<file path="config.mk">
export PLATFORM = sky130hd
export DESIGN_NAME = note_voice_synth
export DESIGN_NICKNAME = d
export VERILOG_FILES = /design/src/rtl/note_voice_synth.sv
export SDC_FILE = /design/constraint.sdc
export NUM_CORES = 1
export LEC_CHECK = 0
export ABC_AREA = 1
export CORE_ASPECT_RATIO = 0.8
export CORE_MARGIN = 2
export CORE_UTILIZATION = 52
export CTS_CLUSTER_DIAMETER = 50
export DETAILED_ROUTE_END_ITERATION = 8
export PLACE_DENSITY_LB_ADDON = 0.15
export SYNTH_ARGS = -nofsm -noshare
export SYNTH_HDL_FRONTEND = slang
export SYNTH_SLANG_ARGS = --single-unit
</file>
<file path="constraint.sdc">
create_clock -name clk_in -period 6.5 [get_ports clk_in]
set_clock_uncertainty 0.15 [all_clocks]
set_input_delay 1.3 -clock clk_in [delete_from_list [all_inputs] [get_ports clk_in]]
set_output_delay 1.3 -clock clk_in [all_outputs]
set_load 0.05 [all_outputs]
</file>
<file path="src/rtl/note_voice_synth.sv">
// -----------------------------------------------------------------------------
// note_voice_synth
//
// Turns a MIDI note number into an 8-bit unsigned audio sample stream.
// It has two parts:
//   - a phase-accumulator square-wave oscillator, with a note-to-increment
//     table built at elaboration;
//   - a four-state attack/sustain/release envelope.
// Both are stepped on a sample-rate strobe.
//
// Ports:
//   clk_in          system clock
//   rst_in          asynchronous reset, active-high
//   note_in   [7:0] MIDI note number; 60..72 sound, anything else is "no note"
//   sample_tick_in  one-cycle strobe at SAMPLE_RATE
//   sample_out[7:0] registered unsigned audio sample
//   note_out  [7:0] note currently sounding (held through release), 0 when idle
//   active_out      high whenever the voice is not idle
// -----------------------------------------------------------------------------
module note_voice_synth #(
  parameter int PHASE_W      = 24,
  parameter int SAMPLE_RATE  = 48000,
  parameter int ATTACK_STEP  = 8,
  parameter int RELEASE_STEP = 4
) (
  input  logic       clk_in,
  input  logic       rst_in,
  input  logic [7:0] note_in,
  input  logic       sample_tick_in,
  output logic [7:0] sample_out,
  output logic [7:0] note_out,
  output logic       active_out
);

  typedef enum logic [1:0] {
    IDLE,
    ATTACK,
    SUSTAIN,
    RELEASE
  } state_e;

  localparam int NOTE_LO   = 60;
  localparam int NOTE_HI   = 72;
  localparam int NUM_NOTES = NOTE_HI - NOTE_LO + 1;

  // Equal-tempered increment for a note, rounded to nearest.
  // Evaluated only at elaboration.
  function automatic logic [PHASE_W-1:0] calc_inc(input int note);
    real freq;
    real inc_real;
    freq     = 440.0 * (2.0 ** ((note - 69) / 12.0));
    inc_real = freq * (2.0 ** PHASE_W) / SAMPLE_RATE;
    return PHASE_W'($rtoi(inc_real + 0.5));
  endfunction

  // Sixteen entries so any 4-bit index is in range.
  // Entries past the last valid note are never selected.
  logic [PHASE_W-1:0] inc_lut [16];

  for (genvar g = 0; g < 16; g++) begin : g_lut
    localparam logic [PHASE_W-1:0] INC_VAL =
      (g < NUM_NOTES) ? calc_inc(NOTE_LO + g) : '0;
    assign inc_lut[g] = INC_VAL;
  end

  state_e             state_q,    state_d;
  logic [7:0]         note_q,     note_d;
  logic [7:0]         cur_note_q, cur_note_d;
  logic [PHASE_W-1:0] inc_q,      inc_d;
  logic [PHASE_W-1:0] phase_q,    phase_d;
  logic [7:0]         level_q,    level_d;
  logic [7:0]         sample_q,   sample_d;

  logic               note_valid;
  logic               load_new;
  logic               go_silent;
  logic [3:0]         note_idx;
  logic [PHASE_W-1:0] phase_sum;
  logic [8:0]         attack_sum;

  assign note_valid = (note_q >= 8'(NOTE_LO)) && (note_q <= 8'(NOTE_HI));
  assign note_idx   = 4'(note_q - 8'(NOTE_LO));
  assign phase_sum  = phase_q + inc_q;
  assign attack_sum = {1'b0, level_q} + 9'(ATTACK_STEP);

  // A valid note that differs from the one sounding (or any valid note while
  // idle) restarts ATTACK. Going silent only matters before RELEASE.
  assign load_new  = note_valid && ((state_q == IDLE) || (note_q != cur_note_q));
  assign go_silent = !note_valid && ((state_q == ATTACK) || (state_q == SUSTAIN));

  // NOTE: every signal written here gets its default first, so no path
  // leaves a value unassigned and no latch is inferred.
  always_comb begin
    state_d    = state_q;
    note_d     = note_in;
    cur_note_d = cur_note_q;
    inc_d      = inc_q;
    phase_d    = phase_q;
    level_d    = level_q;
    sample_d   = sample_q;

    if (sample_tick_in && (state_q != IDLE)) begin
      // The phase always advances with the increment in force before this
      // edge, even when a note change lands on the same cycle.
      phase_d = phase_sum;

      // A decision on this edge takes priority over envelope stepping.
      if (!(load_new || go_silent)) begin
        unique case (state_q)
          ATTACK: begin
            if (attack_sum >= 9'd255) begin
              level_d = 8'd255;
              state_d = SUSTAIN;
            end else begin
              level_d = attack_sum[7:0];
            end
          end
          RELEASE: begin
            if (level_q <= 8'(RELEASE_STEP)) begin
              level_d = 8'd0;
              state_d = IDLE;
              phase_d = '0;
            end else begin
              level_d = level_q - 8'(RELEASE_STEP);
            end
          end
          default: ;
        endcase
      end

      sample_d = phase_sum[PHASE_W-1] ? 8'd0 : level_d;
    end

    if (load_new) begin
      // Legato: the level and the phase carry on from where they are.
      cur_note_d = note_q;
      inc_d      = inc_lut[note_idx];
      state_d    = ATTACK;
    end else if (go_silent) begin
      state_d = RELEASE;
    end
  end

  // NOTE: state registers use non-blocking assignments so every flop samples
  // the pre-edge values regardless of statement order.
  always_ff @(posedge clk_in or posedge rst_in) begin
    if (rst_in) begin
      state_q    <= IDLE;
      note_q     <= '0;
      cur_note_q <= '0;
      inc_q      <= '0;
      phase_q    <= '0;
      level_q    <= '0;
      sample_q   <= '0;
    end else begin
      state_q    <= state_d;
      note_q     <= note_d;
      cur_note_q <= cur_note_d;
      inc_q      <= inc_d;
      phase_q    <= phase_d;
      level_q    <= level_d;
      sample_q   <= sample_d;
    end
  end

  assign sample_out = sample_q;
  assign active_out = (state_q != IDLE);
  assign note_out   = (state_q != IDLE) ? cur_note_q : 8'd0;

endmodule
</file>
==> impl_metrics.prom <==
# TYPE chip_impl_metric gauge
chip_impl_info{name="run_status",value="finished, final reports clean"} 1
chip_impl_metric{name="postCtsSetupRepairBufs",unit=""} 0
chip_impl_info{name="hold_path_class",value="flip-flop to flip-flop"} 1
chip_impl_metric{name="finish.net_count",unit=""} 772
chip_impl_metric{name="antennaDiodeCount",unit=""} 0
chip_impl_metric{name="synthAdderAreaFrac",unit=""} 0.08702
chip_impl_metric{name="area_taken_by_multi_input_logic_gates",unit="um2"} 2816
chip_impl_metric{name="synth.area.mux_share",unit=""} 0
chip_impl_metric{name="clk_pin_slew_worst_paths",unit="ps"} 60
chip_impl_metric{name="synth-compound-area-share",unit=""} 0.1403
chip_impl_metric{name="synthArstFlopShare",unit=""} 1.000
chip_impl_metric{name="grt.overflow.total",unit=""} 0
chip_impl_metric{name="min_period_over_period",unit=""} 0.5471
chip_impl_metric{name="count_of_instances_resized_after_the_clock_tree_is_built",unit=""} 0
chip_impl_metric{name="placementRows",unit=""} 32
chip_impl_metric{name="ys_seq_elements",unit=""} 76
chip_impl_metric{name="max_slew.worst_pin.slew",unit="ps"} 989.5
chip_impl_metric{name="drt_wl_total",unit="um"} 12360
chip_impl_metric{name="ys_warn_count",unit=""} 0
chip_impl_metric{name="drv_slew",unit=""} 0
chip_impl_metric{name="grt_pass1_wl",unit="um"} 21100
chip_impl_metric{name="postCtsHoldBufs",unit=""} 0
chip_impl_metric{name="max_freq",unit="GHz"} 0.2812
chip_impl_metric{name="port_buffers",unit=""} 27
chip_impl_metric{name="register_area_share_after_synthesis",unit=""} 0.3715
chip_impl_metric{name="worst_skew_pair.late_latency",unit="ps"} 340
chip_impl_metric{name="critical_path_arrival",unit="ps"} 2110
chip_impl_metric{name="syn-num-nets",unit=""} 749
chip_impl_metric{name="worst-endpoint-required",unit="ps"} 5050
chip_impl_info{name="min_from",value="sample_out[3]"} 1
chip_impl_metric{name="cts-buffers-inserted",unit=""} 9
chip_impl_info{name="cts_tree",value="built"} 1
chip_impl_metric{name="final-setup-viol-count",unit=""} 0
chip_impl_info{name="cts-root-buf",value="clkbuf_16"} 1
chip_impl_metric{name="wl_per_cell",unit="um"} 14.54
chip_impl_metric{name="utilization",unit=""} 0.5966
chip_impl_metric{name="hold_viol_final",unit=""} 0
chip_impl_metric{name="placeableCoreArea",unit="um2"} 9609
chip_impl_metric{name="pin_count_of_the_biggest_net_entering_global_routing",unit=""} 77
chip_impl_metric{name="period_needed",unit="ps"} 3556
chip_impl_metric{name="power.total",unit="W"} 0.002739
chip_impl_metric{name="fillers",unit=""} 905
chip_impl_info{name="startpoint_type",value="flip-flop"} 1
chip_impl_metric{name="htreeDepth",unit=""} 3
chip_impl_metric{name="post_route_drc_violation_count",unit=""} 0
chip_impl_metric{name="worstPathMaxFanout",unit=""} 10
chip_impl_metric{name="antenna_left",unit=""} 0
chip_impl_info{name="worst_setup_path_end_kind",value="output pin"} 1
chip_impl_metric{name="floorplan.die_area",unit="um2"} 10660
chip_impl_metric{name="finalWeightedCongestion",unit=""} 0.9133
chip_impl_metric{name="syn_inst",unit=""} 703
chip_impl_metric{name="drt_pre_antenna_iters",unit=""} 6
chip_impl_metric{name="summed_negative_setup_slack_over_all_endpoints",unit="ps"} 0
chip_impl_info{name="synth_top_family_by_area",value="simple AND/OR/NAND/NOR gates"} 1
chip_impl_metric{name="synthSimpleGateAreaFrac",unit=""} 0.2938
chip_impl_metric{name="fp.dieH",unit="um"} 92.74
chip_impl_metric{name="drive_gt1_frac",unit=""} 0.06703
chip_impl_metric{name="layout_overhead_on_the_synthesized_area",unit="%"} 12.00
chip_impl_metric{name="syn-mean-instance-area",unit="um2"} 7.281
chip_impl_metric{name="floorplan.initialDensity",unit=""} 0.5327
chip_impl_metric{name="synth_area",unit="um2"} 5119
chip_impl_metric{name="clockBufferDepth",unit=""} 2
chip_impl_info{name="synth-main-ff-cell",value="dfrtp_1"} 1
chip_impl_metric{name="first_global_vias",unit=""} 4313
chip_impl_metric{name="avgViaCountPerCell",unit=""} 5.471
chip_impl_metric{name="register_area",unit="um2"} 1902
chip_impl_metric{name="gr-usage-all-layers",unit=""} 0.2503
chip_impl_metric{name="post_synth_edffs",unit=""} 0
chip_impl_metric{name="relSlewSlack",unit=""} 0.3403
chip_impl_metric{name="max_cap_viol_count",unit=""} 0
chip_impl_metric{name="design.portCount",unit=""} 28
chip_impl_info{name="grt_setup_unrepaired",value="no"} 1
chip_impl_metric{name="die_w",unit="um"} 114.9
chip_impl_metric{name="cts_num_sinks",unit=""} 76
chip_impl_info{name="crit-reg2reg-launch",value="note_q[2]"} 1
chip_impl_info{name="worst_setup_path_startpoint",value="state_q[1]"} 1
chip_impl_metric{name="number_of_different_library_cells_in_the_post_synthesis_netlist",unit=""} 39
chip_impl_info{name="worstSetupPathType",value="flip-flop to output pin"} 1
chip_impl_metric{name="vias",unit=""} 4650
chip_impl_metric{name="drt_iter0_drc",unit=""} 401
chip_impl_metric{name="p_leak",unit="nW"} 2.909
chip_impl_metric{name="max_rail_drop_vdd",unit="uV"} 224.9
chip_impl_metric{name="hpwl_reported_at_the_end_of_detailed_placement",unit="um"} 8889
chip_impl_metric{name="post_synth_xor_area_fraction",unit=""} 0.02909
chip_impl_metric{name="grt_antenna_before_repair",unit=""} 0
chip_impl_metric{name="power_density",unit="nW/um2"} 477.8
chip_impl_metric{name="r2r_setup_slack",unit="ps"} 3640
[worst paths after layout]
check,to,cells after the start
min,sample_out[3],2
min in group asynchronous,level_q[0],3
max,active_out,4
min reg2reg,sample_out[3],2
max in group asynchronous,phase_q[8],3
max reg2reg,phase_q[14],15
[per-stage QoR]
step	cell area [um2]	cells	setup WS [ps]	hold slack, ps
final	5733	850	2944	332.1
after detailed placement	5461	834	3038	315.8
after global routing	5733	850	2844	351.8
after CTS	5733	850	2932	332.9
after global placement	5461	834	3073	318.3
after floorplan	5119	703	3112	302.8
[critical path, cell delays in order, from the launching register on]
cell and delay [ps]:
dfrtp_1 380, inv_1 110, ha_1 400, inv_1 150, clkdlybuf4s50_1 730
[Yosys cell counts (6+ instances only)]
| cell | n | area (um2) |
|---|---|---|
| clkbuf_1 | 9 | 33.78 |
| a21oi_1 | 40 | 200.2 |
| o21ai_0 | 53 | 265.3 |
| dfrtp_1 | 76 | 1902 |
| o21ai_2 | 10 | 87.58 |
| xnor2_1 | 10 | 87.58 |
| nor2_1 | 60 | 225.2 |
| xor2_1 | 7 | 61.31 |
| buf_2 | 6 | 30.03 |
| nand2_1 | 210 | 788.3 |
| nand4_1 | 10 | 62.56 |
| nand3_1 | 55 | 275.3 |
| ha_1 | 34 | 425.4 |
| inv_1 | 74 | 277.8 |
[power breakdown]
part	internal [W]	leakage [nW]	switching, W
Combinational	0.000518	1.84	0.000988
Sequential	0.000635	0.940	0.000132
Clock	0.000260	0.130	0.000205
Total	0.00141	2.91	0.00133
[kinds of logic after synthesis]
family	Yosys count
xor gates and xnor gates	17
adders and majority gates	35
buffers and inverters	98
AOI/OAI and AO/OA	124
DFF	76
and+or+nand+nor	353
[final cells by class]
type | count | area share
flip-flops and latches | 76 | 0.3317
clock inverters | 5 | 0.006766
repair buffers | 30 | 0.05107
well taps | 119 | 0.02597
inverters | 80 | 0.05260
clock buffers | 11 | 0.04059
multi-input cells | 529 | 0.4913
[placed cells by master (no fill, tap or decap), types with 3 or more instances in the layout]
cell	instances
o22ai_1	5
o21bai_1	3
inv_2	5
o21ai_2	10
buf_4	3
o21ai_0	53
clkbuf_16	9
nor2_1	60
nand3_1	55
ha_1	34
a21oi_1	40
xor2_1	7
clkinv_4	3
nand2_2	3
a31oi_1	5
nand2_1	210
dfrtp_1	76
inv_1	73
nand4_1	10
nor3_1	3
nand3_2	3
clkdlybuf4s50_1	27
xnor2_1	10
[state kept, by name (all words and copies together), names as in the netlist]
signal      count
phase_q        24
inc_q          18
cur_note_q      8
level_q         8
note_q          8
sample_out      8
state_q         2
[routing by layer]
layer  wire length, um  vias up  global-route usage
li1                  -     2326                   -
met1              6183     2183              0.3564
met2              5516      127              0.3897
met3               509       14             0.05039
met4               149        0             0.06526
met5                 0        -                   0
(Power assumes the default switching activity.)
==> variant: new RTL, same settings <==
Change the parameter `PHASE_W` from 24 to 25.
--- a/src/rtl/note_voice_synth.sv
+++ b/src/rtl/note_voice_synth.sv
@@ -19,5 +19,5 @@
 // -----------------------------------------------------------------------------
 module note_voice_synth #(
-  parameter int PHASE_W      = 24,
+  parameter int PHASE_W      = 25,
   parameter int SAMPLE_RATE  = 48000,
   parameter int ATTACK_STEP  = 8,
Function: no difference found for any inputs over 10 cycles, from zero or initial values and one cycle with rst_in high; that may be too few to reach the edited logic, so the function may still have changed.
==> variant against the original RTL <==
  * Wire length grew 10%
  * Worst setup slack got worse by 150 ps
  * Maximum frequency decreased by 4.0%
  * Core utilization down 0.22 points
  * Critical path depth up 4
  * Global-route usage increased by 1.5 points
  * Design area increased by 4.9%
  * Clock power grew 22%
  * Worst hold slack worse by 1.0 ps
  * Power rose by 7.5%
  * Sequential power is 1% higher
  * Synthesized area grew 4.0%
  * Sequential cell count up 2
  * Critical path type is now in2reg
  * Largest cell class unchanged
  * Largest power group unchanged
==> variant: results <==
[outcome]
run_status = "finished, final reports clean"

[global_route]
grtUsageTotal = 0.266
grt_use_met3 = 0.0462
met2_usage = 0.397
grt_max_degree = 79
grt_pass1_vias = 4645

[detailed_routing]
wl_per_cell_um = 14.9
vias = 5046

[placement]
pre_cts_slack_ps = 2440
post_dp_cell_area_um2 = 5680
hpwl_um = 10000

[synthesis]
syn_nets = 795
ys_seq_area_frac = 0.367
synth_cell_type_count = 38
synth_cells = 748
synthTopCellsByCount = "231 x nand2_1, 81 x inv_1, 78 x dfrtp_1"

[power_and_ir_drop]
power.share.sequential = 0.264
ir_worst_vdd_mv = 0.285
p_leak_nw = 3.02

[setup_path]
crit_path_start = "sample_tick_in"
max_stage_delay_ps = 710
r2r-start = "state_q[0]$_DFFE_PP0P_"
arrival_ps = 3790
crit_path_end_kind = "flop"
rrSetupSlack_ps = 3180

[cells_and_area]
final_nets = 816
fin_util = 0.594
num-fill-cells = 941

[hold_path]
min_to = "sample_out[5]$_DFFE_PP0P_"
worstHoldStart = "sample_out[5]$_DFFE_PP0P_"
variant: cell count changes in the layout (fill, tap and decap cells not counted), sizes merged, moves of 4 or more:
cell	delta
a31oi	+4
inv	+9
nand2	+19
nand3	-10
nand4	+10
nor2	+4
o21ai	+4
variant: cell families (layout without fill, tap and decap cells):
family / Yosys count / after routing / synth area share
compound gates: 135 / 135 / 0.147
xor+xnor: 15 / 15 / 0.0247
fa+ha+maj: 36 / 36 / 0.0860
buf+inv: 106 / 132 / 0.0804
flops: 78 / 78 / 0.367
simple gates: 378 / 378 / 0.295
variant: critical path, delay by kind of cell:
kind	cells	cell delay [ps]
AND/OR/NAND/NOR	4	870
buffers and inverters	4	1600
variant: area by class of cell:
class | count | share of cell area
clock buffers | 9 | 0.0375
clock inverters | 7 | 0.0175
inverters | 87 | 0.0545
multi-input cells | 564 | 0.489
flip-flops and latches | 78 | 0.325
well taps | 140 | 0.0291
repair buffers | 29 | 0.0474
